### src/rtl/labft_checksum_accumulator.sv
// Output-side checksum generator for the LABFT systolic array: folds each
// N x N tile of C into four weighted sums (w, x, y, z) with a one-cycle strobe.
module labft_checksum_accumulator #(
  parameter int unsigned arraySize    = 4,
  parameter int unsigned inputBits    = 8,
  parameter int unsigned addressWidth = (arraySize > 1) ? $clog2(arraySize) : 1,
  parameter int unsigned elemWidth    = 2*inputBits + $clog2(arraySize),
  parameter int unsigned accWidth     = 2*inputBits + 3*arraySize
) (
  input  logic                          clk,
  input  logic                          rst,
  input  logic                          valid_row,
  input  logic [arraySize*elemWidth-1:0] row_data,
  output logic                          valid_acc,
  output logic [accWidth-1:0]           w_acc,
  output logic [accWidth-1:0]           x_acc,
  output logic [accWidth-1:0]           y_acc,
  output logic [accWidth-1:0]           z_acc
);

  localparam int unsigned CntW = addressWidth;

  typedef enum logic {IDLE, ACCUM} state_e;

  state_e              state_q;
  logic [CntW-1:0]     cnt_q;
  logic [accWidth-1:0] w_q, x_q, y_q, z_q;
  logic [accWidth-1:0] w_acc_q, x_acc_q, y_acc_q, z_acc_q;
  logic                valid_acc_q;

  logic [accWidth-1:0] elem_c, rs_c, rc_c, r_c;
  logic [accWidth-1:0] w_d, x_d, y_d, z_d;
  logic                last_c;

  // Row reductions and next partial sums; IDLE starts from zero so stale sums never leak.
  always_comb begin
    elem_c = '0;
    rs_c   = '0;
    rc_c   = '0;
    for (int c = 0; c < arraySize; c++) begin
      elem_c = accWidth'(row_data[c*elemWidth +: elemWidth]);
      rs_c   = rs_c + elem_c;
      rc_c   = rc_c + accWidth'(c) * elem_c;
    end
    r_c    = (state_q == IDLE) ? '0 : accWidth'(cnt_q);
    w_d    = ((state_q == IDLE) ? '0 : w_q) + rs_c;
    x_d    = ((state_q == IDLE) ? '0 : x_q) + r_c * rs_c;
    y_d    = ((state_q == IDLE) ? '0 : y_q) + rc_c;
    z_d    = ((state_q == IDLE) ? '0 : z_q) + r_c * rc_c;
    last_c = (state_q == IDLE) ? (arraySize == 1) : (cnt_q == CntW'(arraySize - 1));
  end

  always_ff @(posedge clk) begin
    if (rst) begin
      state_q     <= IDLE;
      cnt_q       <= '0;
      w_q         <= '0;
      x_q         <= '0;
      y_q         <= '0;
      z_q         <= '0;
      w_acc_q     <= '0;
      x_acc_q     <= '0;
      y_acc_q     <= '0;
      z_acc_q     <= '0;
      valid_acc_q <= 1'b0;
    end else begin
      valid_acc_q <= 1'b0;
      if (valid_row) begin
        if (last_c) begin
          w_acc_q     <= w_d;
          x_acc_q     <= x_d;
          y_acc_q     <= y_d;
          z_acc_q     <= z_d;
          valid_acc_q <= 1'b1;
          cnt_q       <= '0;
          state_q     <= IDLE;
        end else begin
          w_q     <= w_d;
          x_q     <= x_d;
          y_q     <= y_d;
          z_q     <= z_d;
          cnt_q   <= cnt_q + CntW'(1);
          state_q <= ACCUM;
        end
      end
    end
  end

  assign valid_acc = valid_acc_q;
  assign w_acc     = w_acc_q;
  assign x_acc     = x_acc_q;
  assign y_acc     = y_acc_q;
  assign z_acc     = z_acc_q;

endmodule

### config.mk
export PLATFORM = sky130hd
export DESIGN_NAME = labft_checksum_accumulator
export DESIGN_NICKNAME = d
export VERILOG_FILES = /design/src/rtl/labft_checksum_accumulator.sv
export SDC_FILE = /design/constraint.sdc
export NUM_CORES = 1
export LEC_CHECK = 0
export CAP_MARGIN = 20
export CORE_MARGIN = 5
export CORE_UTILIZATION = 35
export CTS_CLUSTER_SIZE = 40
export DETAILED_ROUTE_END_ITERATION = 7
export HOLD_SLACK_MARGIN = 0.03
export PLACE_DENSITY = 0.62
export SLEW_MARGIN = 25
export SYNTH_ARGS = -nofsm -noshare
export SYNTH_HDL_FRONTEND = slang
export SYNTH_SLANG_ARGS = --single-unit
### constraint.sdc
create_clock -name clk -period 6 [get_ports clk]
set_input_delay 0.6 -clock clk [delete_from_list [all_inputs] [get_ports clk]]
set_output_delay 0.6 -clock clk [all_outputs]
set_load 0.02 [all_outputs]
Word level (Yosys, flattened, before mapping):

Index checks and enable logic that the tools add are counted.

* $add $sub $neg: 10
* multiply operators: 3
* div/mod/pow operators: 0
* magnitude comparators: 0
* equality and inequality tests: 1
* shift operators: 0
* muxes and demuxes: 9
* bitwise operators: 2
* reductions and logical operators: 3

Operators by type and width (count)
* $mux W28: 4
* $add A28 B21 Y28: 2
* $add A28 B23 Y28: 2
* $mul A2 B21 Y23: 2
* $add A20 B18 Y21: 1
* $add A20 B20 Y21: 1
* $add A18 B19 Y20: 1
* $add A19 B18 Y20: 1
* $mul A2 B18 Y20 const A: 1
* $add A18 B18 Y19: 1
* $mux W2: 2
* $reduce_and A2 Y1: 2
* $mux W1: 3
* $add A2 B1 Y2 const B: 1
* $eq A2 B2 Y1 const B: 1
* $not A1 Y1: 2
* $reduce_or A2 Y1: 1

* bits in registers: 228
* latch bits: 0
* RAM bits: 0
* memory bits (read-only): 0
* input bits: 75
* output and inout bits: 113
* word-level logic and storage cells: 39
* memories: 0

Depth between registers and ports, before layout:

* depth after elaboration: 5
* gate-level depth with buffers: 27
* depth with buffers taken out: 26

Worst setup path after synthesis:

Ideal clock, no wire load.

* path kind: input to register
* from: input row_data[20]
* to: register z_acc_q[27], in the netlist z_acc[27]
* arrival: 5.910 ns
* path slack: 0.002 ns
* stages on the path: 25
* cells stage by stage: inv_1 fa_1 inv_1 fa_1 ha_1 fa_1 a21oi_1 o21bai_1 a21oi_1 o21ai_1 nand2_1 xnor2_1 nand2_1 fa_1 inv_1 ha_1 buf_6 a21o_1 a21o_1 a21oi_1 and3b_4 a2111oi_4 a2111oi_4 o211ai_1 a311oi_2

* word-level cells in the longest chain between the ends: 4

RTL lines
* start: declaration: line 13 `input logic [arraySize*elemWidth-1:0] row_data,`
* $add A18 B19 Y20: line 43 `rc_c = rc_c + accWidth'(c) * elem_c;`
* $add A20 B20 Y21: line 43
* $mul A2 B21 Y23: line 49 `z_d = ((state_q == IDLE) ? '0 : z_q) + r_c * rc_c;`
* $add A28 B23 Y28: line 49
* end signal: assignment: line 73 `z_acc_q <= z_d;`
* end: declaration: line 28 `logic [accWidth-1:0] w_acc_q, x_acc_q, y_acc_q, z_acc_q;`

No other way between the ends.
A chain may end at the register's enable or synchronous reset.

Worst setup path after layout:

* from: input row_data[2]
* to: register x_acc_q[24], in the netlist x_acc[24]

* word-level cells in the longest chain between the ends: 5

RTL lines
* $add A18 B18 Y19: line 42 `rs_c = rs_c + elem_c;`
* $add A19 B18 Y20: line 42
* $add A20 B18 Y21: line 42
* $mul A2 B21 Y23: line 47 `x_d = ((state_q == IDLE) ? '0 : x_q) + r_c * rs_c;`
* $add A28 B23 Y28: line 47
* end signal: assignment: line 62 `x_acc_q <= '0;`
* end signal: assignment: line 71 `x_acc_q <= x_d;`
* end: declaration: line 28

No other way between the ends.

==> impl_metrics.ini <==
[worst_setup_path]
critical_path_class = in2reg
reg2reg_from = state_q
critPathLaunchType = primary input
reg2reg_slack_ns = 1.43
end_kind = register
cpPeakStageDelay_ns = 0.53
rr_worst_depth = 15
r2r_end = z_q[25]
slowest_stage = fa_1
worst-endpoint-required_ns = 6.47
critPathArrivalTime_ns = 6.35
crit_path_max_fanout = 8

[synthesis]
ys_warn_count = 0
syn_inst = 2272
syn_area_per_cell_sq_um = 8.10
synthesis.nets = 2591
yosysSeqAreaShare = 0.248
yosysTopAreaCellShare = 0.248
synth_area_leaders = dfxtp_1, fa_1, ha_1, nand2_1, inv_1
synth_top_area_cell = dfxtp_1
ys_async_sr_fraction = 0
synth_cell_types = 82
synth-main-ff-cell = dfxtp_1
synth_edf_count = 0
ys_ff_latch = 228
synth_area_sq_um = 18400

[floorplanning]
core_area_sq_um = 52300
start_util = 0.352
row_count = 84
die_h_microns = 239
design.die.area_sq_um = 57300
io_pins = 188
fp.dieW_microns = 239

[final_layout]
fillers = 4926
areaGrowthSynthToFinish_pct = 40.9
layout-drive-gt1-share = 0.231
final_common_cell = buf_4
stdcell_count = 3510
post-route-util = 0.496
layout.nets = 3119
layout_common_cells = buf_4, nand2_1, inv_1

[timing]
setup_ws_ns = 0.125
fin_skew_ns = 0.0170
min_period_ns = 5.87
slew_headroom = 0.408
rsz0062_at_grt = yes
holdWs_ns = 0.449
setup_violations = 0
hold_viol_final = 0
drv_slew = 0
fin_crit_sh = 0.979
max_freq_ghz = 0.170
fin_setup_tns_ns = 0
worst_pin_slew_ns = 0.886

[power_and_ir_drop]
p_leak_nw = 11.6
p_per_area_nw_per_um2 = 331
irDropWorstVdd_mv = 0.219

[status]
run_status = completed

[drt]
vias = 18300
drc = 0
vias_per_cell = 5.23
wl_per_cell_microns = 17.4
drtPass1Iterations = 6
drtIter0Drc = 870
ant_nets = 0
routed_wl_microns = 60900

[clock_tree]
cts.htree.levels = 1
cts_tree = done
hold_buffers = 0
cts.sinks = 228
ctsLongestPathBuffers = 3
cts-root-buf = clkbuf_16
clkTransAtPathRegs_ns = 0.06
clk_latency_ns = 0.57
cts_buffers = 28

[grt]
track_usage = 0.203
grt_pass1_wl_microns = 95800
first_global_vias = 18600
antenna_found_initial = 1
grt_overflow = 0
grt_max_degree = 132

[placement]
io_buffers = 187
dp_slack_ns = -0.912
dp_cells = 3428
gp_congestion = 0.957
dpl.hpwl_microns = 45200

[hold_path]
hold_depth = 2
worst_hold_startpoint = y_acc[23]
hold_class = reg2reg
whs_endpoint = y_acc[23]

[flow_run]
drv_cap = 0
[power by group]
group / total [W] / internal, W / leakage [nW] / switching [W]
combinational: 0.00495 / 0.00237 / 9.28 / 0.00258
sequential: 0.00170 / 0.00164 / 1.85 / 0.0000592
clock: 0.00194 / 0.00121 / 0.510 / 0.000729
[per-stage QoR]
step                      power [W]  area, sq um
after detailed placement    0.00615        23700
after floorplan             0.00405        18400
final                       0.00858        25900
after global placement      0.00608        23700
after global routing        0.00912        25900
after CTS                   0.00832        25100
[metal layers]
layer	vias to the layer above	wire length [microns]	part of all wire	track usage
met5	-	13	0.00021	0
met2	419	30800	0.51	0.371
met3	104	2810	0.046	0.0290
li1	8883	-	-	-
met1	8932	25300	0.42	0.248
met4	2	1960	0.032	0.0614
[sequential cells by signal, indices dropped and copies added, names as in the netlist, 2 cells and up]
register  flops
y_acc        28
y_q          28
cnt_q         2
z_acc        28
x_acc        28
w_q          28
w_acc        28
z_q          28
x_q          28
[final cells by class]
type	count	area, sq um	share of cell area
Antenna cell	1	2.50	0.0000965
Clock buffer	33	761	0.0293
Clock inverter	18	285	0.0110
Inverter	248	931	0.0359
Multi-Input combinational cell	1686	13400	0.518
Sequential cell	228	4570	0.176
Tap cell	688	861	0.0332
Timing Repair Buffer	608	5090	0.196
[Yosys cell counts (6+ instances only)]
master      n
nand2_1   347
inv_1     248
dfxtp_1   228
a21oi_1   168
ha_1      129
fa_1      115
nor2_1    104
clkbuf_1   91
o21ai_0    75
xnor2_1    64
and2_1     59
a22o_1     56
nand3_1    56
a21o_1     52
and3_1     33
a211oi_1   29
xor2_1     28
a31oi_1    26
o211ai_1   26
or3_1      21
nand4_1    20
nor3_1     20
o21a_1     17
nor2b_1    16
o21bai_1   16
buf_1      15
nand2b_1   15
o21ai_1    15
mux2i_1    13
or4_1      13
a211o_1    12
nand3b_1   10
a311oi_1    9
a31o_2      8
and4_1      8
nand4b_1    7
o311ai_0    6
or2_2       6
[how the worst max path moves through the flow]
| stage | startpoint | cells after the start | endpoint |
|---|---|---|---|
| 3_5_place_dp | row_data[20] | 24 | z_acc[27] |
| 2_1_floorplan | row_data[20] | 25 | z_acc[27] |
| 4_1_cts | row_data[1] | 29 | x_q[27] |
| 6_report | row_data[2] | 25 | x_acc[24] |
| 5_1_grt | row_data[22] | 26 | x_q[25] |
| 3_3_place_gp | row_data[20] | 25 | z_acc[27] |
[cell families (layout without fill, tap and decap cells)]
logic type | Yosys count | count (layout) | share of synthesized area
mux | 18 | 18 | 0.0101
flops | 228 | 228 | 0.248
compound gates | 577 | 577 | 0.215
fa+ha+maj | 244 | 244 | 0.213
xor+xnor | 92 | 92 | 0.0438
simple gates | 755 | 755 | 0.196
other cells | 0 | 1 | 0
buf+inv | 358 | 907 | 0.0738
[timing repair]
| item | CTS | global route |
|---|---|---|
| resized for setup | 52 | 136 |
| pin swaps | 32 | 102 |
| setup endpoints to repair | 48 | 68 |
| buffers inserted | 15 | 15 |
[critical path, delay by kind of cell]
family                     cells  cell delay, ns
adders and majority gates      5            2.05
AOI/OAI and AO/OA             12            2.42
buffers and inverters          5            0.82
muxes                          1            0.26
and+or+nand+nor                2            0.18
Power figures use the tool's default switching activity.
